File: src/rtl/sipo_word_ctrl.sv
// Serial-to-parallel frame controller: counts WIDTH qualified bits per frame and hands the
// finished word to a one-deep valid/ready output register, with abort, hold and overrun.
module sipo_word_ctrl #(
  parameter int unsigned WIDTH     = 4,
  parameter bit          MSB_FIRST = 1'b0,
  localparam int unsigned CntW     = $clog2(WIDTH + 1)
) (
  input  logic             clk,
  input  logic             rst,
  input  logic             start_i,
  input  logic             bit_valid_i,
  input  logic             bit_in_i,
  output logic [WIDTH-1:0] word_out_o,
  output logic             word_valid_o,
  input  logic             word_ready_i,
  output logic             busy_o,
  output logic [CntW-1:0]  bit_cnt_o,
  output logic             overrun_o,
  input  logic             clr_overrun_i
);

  localparam logic [CntW-1:0] LastCnt = CntW'(WIDTH - 1);
  localparam logic [CntW-1:0] FullCnt = CntW'(WIDTH);

  typedef enum logic [1:0] {StIdle, StShift, StHold} state_e;

  state_e           state_q, state_d;
  logic [WIDTH-1:0] sreg_q, sreg_d;
  logic [WIDTH-1:0] word_q, word_d;
  logic             valid_q, valid_d;
  logic [CntW-1:0]  cnt_q, cnt_d;
  logic             overrun_q, overrun_d;

  logic             consume;
  logic             ovr_set;
  logic [WIDTH-1:0] shifted;

  assign consume = valid_q & word_ready_i;

  always_comb begin
    shifted = '0;
    if (MSB_FIRST) begin
      shifted = {sreg_q[WIDTH-2:0], bit_in_i};
    end else begin
      shifted = {bit_in_i, sreg_q[WIDTH-1:1]};
    end
  end

  always_comb begin
    state_d = state_q;
    sreg_d  = sreg_q;
    word_d  = word_q;
    cnt_d   = cnt_q;
    ovr_set = 1'b0;
    // A consumed word drops valid unless something below reloads it this edge.
    valid_d = valid_q & ~consume;

    unique case (state_q)
      StIdle: begin
        if (start_i) begin
          state_d = StShift;
          sreg_d  = '0;
          cnt_d   = '0;
        end
      end
      StShift: begin
        if (start_i) begin
          sreg_d = '0;
          cnt_d  = '0;
        end else if (bit_valid_i) begin
          if (cnt_q == LastCnt) begin
            if (!valid_q || word_ready_i) begin
              word_d  = shifted;
              valid_d = 1'b1;
              cnt_d   = '0;
              state_d = StIdle;
            end else begin
              sreg_d  = shifted;
              cnt_d   = FullCnt;
              state_d = StHold;
            end
          end else begin
            sreg_d = shifted;
            cnt_d  = cnt_q + CntW'(1);
          end
        end
      end
      StHold: begin
        ovr_set = bit_valid_i;
        if (consume) begin
          word_d  = sreg_q;
          valid_d = 1'b1;
          cnt_d   = '0;
          state_d = StIdle;
        end
      end
      default: state_d = StIdle;
    endcase

    overrun_d = ovr_set | (overrun_q & ~clr_overrun_i);
  end

  always_ff @(posedge clk or posedge rst) begin
    if (rst) begin
      state_q   <= StIdle;
      sreg_q    <= '0;
      word_q    <= '0;
      valid_q   <= 1'b0;
      cnt_q     <= '0;
      overrun_q <= 1'b0;
    end else begin
      state_q   <= state_d;
      sreg_q    <= sreg_d;
      word_q    <= word_d;
      valid_q   <= valid_d;
      cnt_q     <= cnt_d;
      overrun_q <= overrun_d;
    end
  end

  assign word_out_o   = word_q;
  assign word_valid_o = valid_q;
  assign busy_o       = (state_q != StIdle);
  assign bit_cnt_o    = cnt_q;
  assign overrun_o    = overrun_q;

endmodule

File: config.mk
export PLATFORM = sky130hd
export DESIGN_NAME = sipo_word_ctrl
export DESIGN_NICKNAME = d
export VERILOG_FILES = /design/src/rtl/sipo_word_ctrl.sv
export SDC_FILE = /design/constraint.sdc
export NUM_CORES = 1
export LEC_CHECK = 0
export ABC_CLOCK_PERIOD_IN_PS = 2150
export CAP_MARGIN = 25
export CORE_MARGIN = 8
export CORE_UTILIZATION = 49
export CTS_CLUSTER_DIAMETER = 50
export DETAILED_ROUTE_END_ITERATION = 8
export PLACE_DENSITY = 0.88
export SYNTH_ARGS = -nofsm -noshare
export SYNTH_HDL_FRONTEND = slang
export SYNTH_SLANG_ARGS = --single-unit
File: constraint.sdc
create_clock -name clk -period 2.15 [get_ports clk]
set_input_delay 0.43 -clock clk [delete_from_list [all_inputs] [get_ports clk]]
set_output_delay 0.43 -clock clk [all_outputs]
set_load 0.005 [all_outputs]
; Word level (Yosys, flattened, before mapping)
; Cells that the tools add are included.
[word_totals]
output_inout_bits = 10
register_bits = 15
elab_cells = 68
input_bits = 7
[op_classes]
n_bitwise = 6
n_mux = 33
eq_ne = 11
add_sub_neg = 1
reduce_logical = 11
[ops]
columns = operator, n
row1 = $mux W4, 10
row2 = $mux W3, 6
row3 = $pmux W4 S2, 2
row4 = $mux W2, 6
row5 = $ne A2 B2 Y1 const B, 6
row6 = $pmux W3 S3, 1
row7 = $reduce_and A4 Y1, 2
row8 = $mux W1, 6
row9 = $pmux W2 S3, 1
row10 = $reduce_and A6 Y1, 1
row11 = $reduce_bool A2 Y1, 3
row12 = $reduce_and A5 Y1, 1
row13 = $ne A4 B4 Y1 const B, 1
row14 = $add A3 B1 Y3 const B, 1
row15 = $and A1 B1 Y1, 3
row16 = $eq A3 B2 Y1 const B, 1
row17 = $ne A3 B3 Y1 const B, 1
row18 = $reduce_bool A3 Y1, 1
row19 = $eq A2 B1 Y1 const B, 1
row20 = $eq A2 B2 Y1 const B, 1
row21 = $logic_not A2 Y1, 1
row22 = $not A1 Y1, 2
row23 = $pmux W1 S2, 1
row24 = $logic_not A1 Y1, 1
row25 = 2 further kinds, 2

; Longest topological paths before layout
; Gate-level depths: netlist (run 1).
[depth]
ltp_word = 8
mapped_depth = 7
mapped_depth_nobuf = 6

; Worst setup path after synthesis (run 1)
; Ideal clock, no wire load.
[synth_timing]
path_kind = flip-flop to flip-flop
from = register state_q[0]
to = register cnt_q[1] (netlist: bit_cnt_o[1])
path_stages_with_launch = 8
t_required_ps = 2022
synth_period_minus_slack_ps = 1707
setup_slack_ps = 443
t_arrival_ps = 1580
path_buffers = 1
setup_ps = 128
cell_sequence = dfrtp_1 > inv_1 > ha_1 > buf_2 > a21boi_2 > nor2_1 > o21ai_1 > mux2_1
[synth_via]
elab_chain_len = 3
word_cells_on_any_way = 9
cone_classes = 5 x eq/ne / 1 x mux / 3 x reduce/logical
[synth_rtl]
columns = item, line
row1 = from (decl), 27  ; state_e state_q, state_d;
row2 = from (signal assigned), 105  ; state_q <= StIdle;
row3 = from (signal assigned), 112  ; state_q <= state_d;
row4 = "$eq A2 B1 Y1, or another cell as far along", 58  ; unique case (state_q)
row5 = "$ne A3 B3 Y1 (no source line), or another cell as far along", n/a
row6 = $reduce_and A4 Y1 (no source line), n/a
row7 = to (signal assigned), 116  ; cnt_q <= cnt_d;
row8 = to (decl), 31  ; logic [CntW-1:0] cnt_q, cnt_d;
; Parallel ways exist; a longest one is shown, timed or not.
; A chain may end at the register's enable or synchronous reset.

; Final worst setup path (run 1)
[layout_timing]
from = register state_q[0]
to = output busy_o
[layout_via]
elab_chain_len = 1
[layout_rtl]
columns = item, line
row1 = $reduce_bool A2 Y1, 123  ; assign busy_o = (state_q != StIdle);
row2 = to (decl), 16  ; output logic busy_o,
; No other way between the ends.

==> results.yml, run 1 <==
outcome:
  status: "completed"
synth:
  synth-seq-cells: 15
  ys_warn_count: 0
  synthesis.nets: 100
  yosysSeqAreaShare_pct: 43.3
  syn-cell-area_um2: 867
  synth_cells: 88
  syn_avg_cell_area_um2: 9.85
  synth_cell_types: 28
worst_setup_path:
  critPathCapture: "busy_o"
  r2r-end: "bit_cnt_o[1]"
  cp_num_cells: 4
  cp-startpoint: "state_q[0]"
  path_class: "reg2out"
  cp.arrival_ps: 1630
  worstPathRequired_ps: 1720
  r2r_start: "state_q[1]"
  slowest_delay_ps: 490
  path_cells: "inv_1, ha_1, inv_1, clkdlybuf4s50_1"
  crit_family: "buffers and inverters"
  start_kind: "flip-flop"
  end_kind: "primary output"
  rr_worst_depth: 5
  cp.buffers_inverters: 3
  reg2reg_slack_ps: 340
  critPathSlowestCell: "clkdlybuf4s50_1"
  critPathMaxFanout: 7
  critPathMostFrequentCell: "inv_1"
floorplan:
  num_rows: 15
  fp.dieArea_mm2: 0.00337
  die_w_um: 58.1
  die_y_um: 58.1
  core_area_mm2: 0.00169
  io_pins: 17
  initial_core_util_pct: 51.3
global_route:
  grt_pass1_vias: 742
  grt_pass1_wl_um: 3200
  grt_usage_pct: 11.9
  grt_max_degree: 16
  antenna_found_initial: 0
  gr-total-overflow: 0
route:
  finalWirelength_um: 1850
  drc: 0
  drt.antenna.violating_nets: 0
  via_per_inst: 5.74
  via_count: 729
  drt_iter0_drc: 20
  wl_per_cell_um: 14.6
  drtPass1Iterations: 4
sta:
  rsz0062_at_grt: "false"
  slew_violations: 0
  tns_ps: 0
  timing_hold_violations_final: 0
  layout_min_cycle_time_ps: 2060
  setup_viol: 0
  period_share_pct: 95.7
  slew_headroom_pct: 61.1
  fin_skew_ps: 0.547
  tightest_slew_ps: 583
  fmaxAchievable_mhz: 486
placed_design:
  portBuffers: 16
  gp_congestion: 0.866
  dpl.hpwl_um: 1420
clock_network:
  cts_resized: 0
  clock_latency_ps: 270
  cts-buffers-inserted: 3
  cts.sinks: 15
  hold_buffers: 0
  cts_setup_buffers: 0
  clk_pin_slew_worst_paths_ps: 80
  cts_tree: "done"
  clockBufferDepth: 2
  h-tree-depth: 1
  cts_root_buf: "clkbuf_4"
pwr:
  p_per_area_mw_per_mm2: 954
  irDropWorstVdd_mv: 0.711
  power_mw: 1.04
  leakagePower_nw: 0.472
cells_and_area:
  area_growth_pct: 26.3
  final_layout_size_suffix_gt1_share_pct: 8.18
  diodes: 0
  nets: 123
run:
  maxCapViolCount: 0
worst_hold_path:
  hold_class: "in2async"
## worst min path at each step
stage	from	endpoint	slack, ps	cells past startpoint
after floorplan	rst	bit_cnt_o[0]	330	1
after global placement	sreg_q[0]	sreg_q[0]	510	2
after detailed placement	sreg_q[0]	sreg_q[0]	520	2
after CTS	rst	word_valid_o	530	2
after global routing	rst	state_q[0]	550	2
final	rst	state_q[0]	510	2
## metrics by stage
stage               hold WS (ps)  area (um^2)  util [%]  worst slack [ps]  instances
floorplan                    331          867         -               443         88
finish                       513         1090      64.8              92.4        127
global placement             508         1070      63.3               248        123
detailed placement           518         1070      63.3               204        123
global route                 551         1090      64.8              4.91        127
CTS                          526         1090      64.8              72.7        127
## layout make-up
type | instances | area (um^2)
sequential | 15 | 375
multi-input combinational | 62 | 448
timing repair buffer | 20 | 190
tap | 17 | 21.3
inverter | 9 | 33.8
clock buffer | 4 | 26.3
fill | 138 | 594
## routing by layer
layer	wire (um)	global-route usage, %	share of wire [%]	vias up
li1	-	-	-	362
met2	939	20.7	51	13
met1	809	13.4	44	352
met3	90	2.87	4.9	2
met4	13	5.24	0.70	0
met5	0	0	0	-
## cell usage after synthesis, drive strengths merged
cell type / n / area (um^2)
dfrtp: 15 / 375
inv: 9 / 33.8
o21ai: 8 / 40.0
mux2i: 7 / 70.1
nor2: 7 / 26.3
a21oi: 6 / 30.0
ha: 5 / 62.6
a32o: 4 / 40.0
nand2: 4 / 15.0
nand2b: 3 / 18.8
nor2b: 3 / 18.8
buf: 2 / 10.0
a21boi: 1 / 11.3
a221oi: 1 / 15.0
a22o: 1 / 8.76
a31oi: 1 / 6.26
and2: 1 / 6.26
and3: 1 / 6.26
mux2: 1 / 11.3
nand3: 1 / 5.00
nand4bb: 1 / 11.3
nor3b: 1 / 7.51
nor4: 1 / 6.26
nor4bb: 1 / 10.0
o22ai: 1 / 6.26
o32ai: 1 / 8.76
or3: 1 / 6.26
## placed cells by master, fill, tap and decap left out, drive strengths merged, types with 3 or more instances in the layout
cell / instances
o21ai: 8
buf: 4
nor2b: 3
ha: 5
nand2: 4
clkbuf: 4
a21oi: 6
inv: 9
a32o: 4
nor2: 7
clkdlybuf4s50: 16
mux2i: 7
nand2b: 3
dfrtp: 15
## registers in the layout (all words and copies together) (netlist names)
signal	count
sreg_q	4
word_out_o	4
bit_cnt_o	3
state_q	2
overrun_o	1
word_valid_o	1
## report_power, final
group	leakage, nW	total (mW)	internal [mW]	switching [mW]
clock network	0.0150	0.155	0.0719	0.0833
logic	0.260	0.493	0.256	0.236
registers	0.197	0.397	0.351	0.0458
total	0.472	1.04	0.679	0.365
## kinds of logic (layout without fill, tap and decap cells)
group / after synthesis / after routing / share of synthesized area (%)
fa+ha+maj: 5 / 5 / 7.22
simple gates: 25 / 25 / 15.9
buf+inv: 11 / 33 / 5.05
mux: 8 / 8 / 9.38
compound gates: 24 / 24 / 19.2
flops: 15 / 15 / 43.3
Note: power is estimated with default switching activity, not from simulation.
==> run 2, diff against run 1 <==
--- a/config.mk
+++ b/config.mk
@@ -5,7 +5,7 @@
 export SDC_FILE = /design/constraint.sdc
 export NUM_CORES = 1
 export LEC_CHECK = 0
-export ABC_CLOCK_PERIOD_IN_PS = 2150
+export ABC_CLOCK_PERIOD_IN_PS = 1930
 export CAP_MARGIN = 25
 export CORE_MARGIN = 8
 export CORE_UTILIZATION = 49
==> constraint.sdc (replaced) <==
create_clock -name clk -period 1.93 [get_ports clk]
set_input_delay 0.386 -clock clk [delete_from_list [all_inputs] [get_ports clk]]
set_output_delay 0.386 -clock clk [all_outputs]
set_load 0.005 [all_outputs]
==> run 2 against run 1 <==
- combinational power grew 25%
- cell area is 5.3% higher
- largest cell class unchanged
- worst setup slack worse by 16 ps
- hold slack lost 57 ps
- final cell count up 4.7%
- highest routed layer unchanged
==> results.yml, run 2 (synthesized netlist as in run 1, its figures left out) <==
cells_and_area:
  finalNonFillerCells: 133
  fin_util_pct: 68.2
  area_growth_pct: 32.9
  layout_commonest_cell: "clkdlybuf4s50_1"
  nets: 129
  final_cell_mix: "clkdlybuf4s50_1 (16), dfrtp_1 (15), buf_4 (10)"
  diodes: 0
  final_layout_size_suffix_gt1_share_pct: 14.7
sta:
  slew_violations: 0
  layout_min_cycle_time_ps: 1850
  tightest_slew_ps: 592
  setup_viol: 0
  fin_skew_ps: 0.859
  timing_hold_violations_final: 0
  slew_headroom_pct: 60.5
  hold_slack_ps: 457
  fmaxAchievable_mhz: 539
  period_share_pct: 96.1
  rsz0062_at_grt: "false"
  fin_ws_ps: 75.9
  tns_ps: 0
route:
  drt_iter0_drc: 9
  drtPass1Iterations: 4
  wl_per_cell_um: 14.3
  route.met2.wl_um: 988
  drc: 0
  via_per_inst: 5.47
  finalWirelength_um: 1900
  routed.top_layer: "met4"
  drt.antenna.violating_nets: 0
  wl_met3_um: 71
  met1Wirelength_um: 811
  via_count: 727
clock_network:
  clk_pin_slew_worst_paths_ps: 90
  h-tree-depth: 1
  cts_root_buf: "clkbuf_4"
  cts_tree: "done"
  clockBufferDepth: 2
  clock_latency_ps: 280
  hold_buffers: 0
  cts.sinks: 15
  cts-buffers-inserted: 3
pwr:
  irDropWorstVdd_mv: 0.621
  p_per_area_mw_per_mm2: 1070
  leakagePower_nw: 0.503
worst_setup_path:
  worstPathRequired_ps: 1540
  critPathMaxFanout: 4
  start_kind: "flip-flop"
  path_class: "reg2out"
  end_kind: "primary output"
  cp.arrival_ps: 1470
global_route:
  grt_usage_pct: 12.4
  grt_pass1_vias: 770
  gr-total-overflow: 0
  grt_max_degree: 16
  antenna_found_initial: 0
  grt_pass1_wl_um: 3260
placed_design:
  place_ws_ps: 60.4
  dpl.hpwl_um: 1500
  gp_congestion: 0.842
  portBuffers: 16
  dp_cells: 127
floorplan:
  io_pins: 17
  die_y_um: 58.1
  num_rows: 15
  fp.dieArea_mm2: 0.00337
  die_w_um: 58.1
  core_area_mm2: 0.00169
  initial_core_util_pct: 51.3
outcome:
  status: "completed"
run:
  maxCapViolCount: 0
worst_hold_path:
  hold_class: "in2async"
[run 2: cell count changes in the layout (fill, tap and decap cells not counted)]
| cell | previous run | this run |
|---|---|---|
| inv_2 | 0 | 1 |
| inv_1 | 9 | 8 |
| ha_1 | 5 | 4 |
| ha_4 | 0 | 1 |
| buf_4 | 4 | 10 |
[run 2: worst paths after layout]
kind	depth (start not counted)	start	end	slack, ps
max	4	state_q[1]	busy_o	80
min	2	rst	overrun_o	460
max reg2reg	7	state_q[1]	word_out_o[1]	200
min reg2reg	1	bit_cnt_o[1]	bit_cnt_o[1]	530
max in group asynchronous	2	rst	word_out_o[1]	1090
min in group clk	1	bit_cnt_o[1]	bit_cnt_o[1]	530
[run 2: repair_timing]
item	4_1_cts	5_1_grt
cloned	0	0
resized for setup	1	2
buffers inserted	1	1
endpoints found under the setup margin	1	1
[run 2: routing by layer]
metal | GRT usage [%] | vias up
met2 | 21.2 | 10
li1 | - | 369
met4 | 7.34 | 0
met3 | 3.31 | 4
met5 | 0 | -
met1 | 13.3 | 344
[run 2: cell type report]
cell class | instances | area (um^2)
Multi-Input combinational cell | 62 | 460
Timing Repair Buffer | 26 | 235
Sequential cell | 15 | 375
Clock buffer | 4 | 26.3
Tap cell | 17 | 21.3
Fill cell | 139 | 537
Inverter | 9 | 33.8
[run 2: worst max-delay path, stage by stage, from the launching register on]
cell and delay [ps]:
dfrtp_1 410, inv_2 80, ha_4 170, inv_1 40, clkdlybuf4s50_1 490
[run 2: power by group]
group	leakage, nW	total [mW]	switching [mW]	internal, mW
Combinational	0.291	0.617	0.284	0.333
Clock	0.0150	0.180	0.0999	0.0804
Sequential	0.197	0.434	0.0433	0.391
[run 2: stage by stage]
stage	area, um^2	total power, mW
floorplan	867	0.746
finish	1150	1.23
global placement	1100	0.998
detailed placement	1100	1.03
CTS	1130	1.23
global route	1150	1.33
==> run 3, diff against run 2 <==
--- a/config.mk
+++ b/config.mk
@@ -12,6 +12,7 @@
 export CTS_CLUSTER_DIAMETER = 50
 export DETAILED_ROUTE_END_ITERATION = 8
 export PLACE_DENSITY = 0.88
+export RECOVER_POWER = 100
 export SYNTH_ARGS = -nofsm -noshare
 export SYNTH_HDL_FRONTEND = slang
 export SYNTH_SLANG_ARGS = --single-unit
==> run 3 against run 2 <==
- core utilization fell by 0.22 points
- wire length barely moved
- global-route usage did not move
- sequential cell count did not move
- via count rose by 2.8%
- critical endpoint unchanged
- largest cell class unchanged
- maximum frequency barely moved
- largest power group unchanged
- clock power barely moved
==> results.yml, run 3 (synthesized netlist as in run 1, its figures left out) <==
pwr:
  irDropWorstVdd_mv: 0.616
  leakagePower_nw: 0.519
  p_per_area_mw_per_mm2: 1050
sta:
  layout_min_cycle_time_ps: 1850
  setup_viol: 0
  slew_headroom_pct: 60.7
  fmaxAchievable_mhz: 539
  rsz0062_at_grt: "false"
  tns_ps: 0
  hold_slack_ps: 525
  tightest_slew_ps: 588
  period_share_pct: 96.1
  timing_hold_violations_final: 0
  slew_violations: 0
  fin_skew_ps: 1.92
cells_and_area:
  fillCellCount: 141
  final_layout_size_suffix_gt1_share_pct: 13.8
  layout_commonest_cell: "dfrtp_1"
  fin_util_pct: 68.0
  final_cell_mix: "dfrtp_1 (15), dlygate4sd3_1 (10), buf_4 (10)"
  nets: 129
  diodes: 0
  area_growth_pct: 32.5
  finalNonFillerCells: 133
floorplan:
  fp.dieArea_mm2: 0.00337
  initial_core_util_pct: 51.3
  num_rows: 15
  io_pins: 17
  die_y_um: 58.1
  core_area_mm2: 0.00169
  die_w_um: 58.1
worst_setup_path:
  cp.arrival_ps: 1470
  r2r-end: "state_q[0]"
  critPathSlowestCell: "clkdlybuf4s50_1"
  r2r_start: "state_q[0]"
  path_cells: "inv_2, ha_4, inv_1, clkdlybuf4s50_1"
  start_kind: "flip-flop"
  slowest_delay_ps: 490
  path_class: "reg2out"
  critPathMaxFanout: 4
  worstPathRequired_ps: 1540
  reg2reg_slack_ps: 180
  rr_worst_depth: 7
  end_kind: "primary output"
clock_network:
  cts_tree: "done"
  clockBufferDepth: 2
  cts_root_buf: "clkbuf_4"
  cts.sinks: 15
  hold_buffers: 0
  clock_latency_ps: 280
  clk_pin_slew_worst_paths_ps: 90
  cts-buffers-inserted: 3
  h-tree-depth: 1
placed_design:
  gp_congestion: 0.842
  dp_cells: 127
  portBuffers: 16
  dpl.hpwl_um: 1500
global_route:
  grt_usage_pct: 12.4
  grt_pass1_vias: 770
  grt_max_degree: 16
  gr-total-overflow: 0
  grt_pass1_wl_um: 3260
  antenna_found_initial: 0
route:
  via_per_inst: 5.62
  drtPass1Iterations: 4
  drt.antenna.violating_nets: 0
  drt_iter0_drc: 8
  wl_per_cell_um: 14.3
  finalWirelength_um: 1900
  via_count: 747
  drc: 0
run:
  maxCapViolCount: 0
outcome:
  status: "completed"
worst_hold_path:
  holdPathStages: 2
  hold_class: "reg2reg"
  hp-start: "sreg_q[0]"
  whs_endpoint: "sreg_q[0]"
==> run 3: changes by cell type in the layout (fill, tap and decap cells not counted) <==
cell,before,now
a21boi_0,0,1
dlygate4sd3_1,0,10
o21ai_0,5,7
clkdlybuf4s50_1,16,6
a21boi_2,1,0
o21ai_1,3,1
==> run 3: layout make-up <==
class / count / area (um^2) / area share, %
clock buffer: 4 / 26.3 / 2.29
multi-input combinational: 62 / 457 / 39.8
sequential: 15 / 375 / 32.7
inverter: 9 / 33.8 / 2.94
timing repair buffer: 26 / 235 / 20.5
tap: 17 / 21.3 / 1.85
==> run 3: through the flow <==
stage	setup WS [ps]	cell area (um^2)	power, mW
final	75.9	1150	1.21
after global routing	23.2	1150	1.31
after CTS	31.6	1130	1.23
after detailed placement	60.4	1100	1.03
after global placement	98.8	1100	0.998
after floorplan	223	867	0.746
==> run 3: worst max path at each step <==
stage | from | to | slack, ps | cells past startpoint
5_1_grt | state_q[1] | busy_o | 20 | 4
2_1_floorplan | state_q[0] | bit_cnt_o[1] | 220 | 7
6_report | state_q[1] | busy_o | 80 | 4
3_3_place_gp | bit_valid_i | bit_cnt_o[2] | 100 | 5
3_5_place_dp | bit_valid_i | bit_cnt_o[2] | 60 | 5
4_1_cts | state_q[1] | busy_o | 30 | 4
==> run 3: what timing repair did <==
action / 4_1_cts / 5_1_grt
gates resized for setup: 1 / 2
buffers inserted: 1 / 1
setup endpoints to repair: 1 / 1
pin swaps: 0 / 0
==> run 3: routing by layer <==
layer	share of wire [%]	global-route usage, %
met1	42	13.3
met4	1.4	7.34
met2	52	21.2
met5	0	0
met3	3.8	3.31
==> run 3: power breakdown <==
group	total [mW]	switching (mW)	internal [mW]
registers	0.431	0.0405	0.391
logic	0.597	0.286	0.311
clock network	0.180	0.100	0.0804
==> run 3: critical path, delay by kind of cell, from the launching register on <==
kind | cells | cell delay (ps)
fa+ha+maj | 1 | 170
buf+inv | 3 | 610
flops | 1 | 410
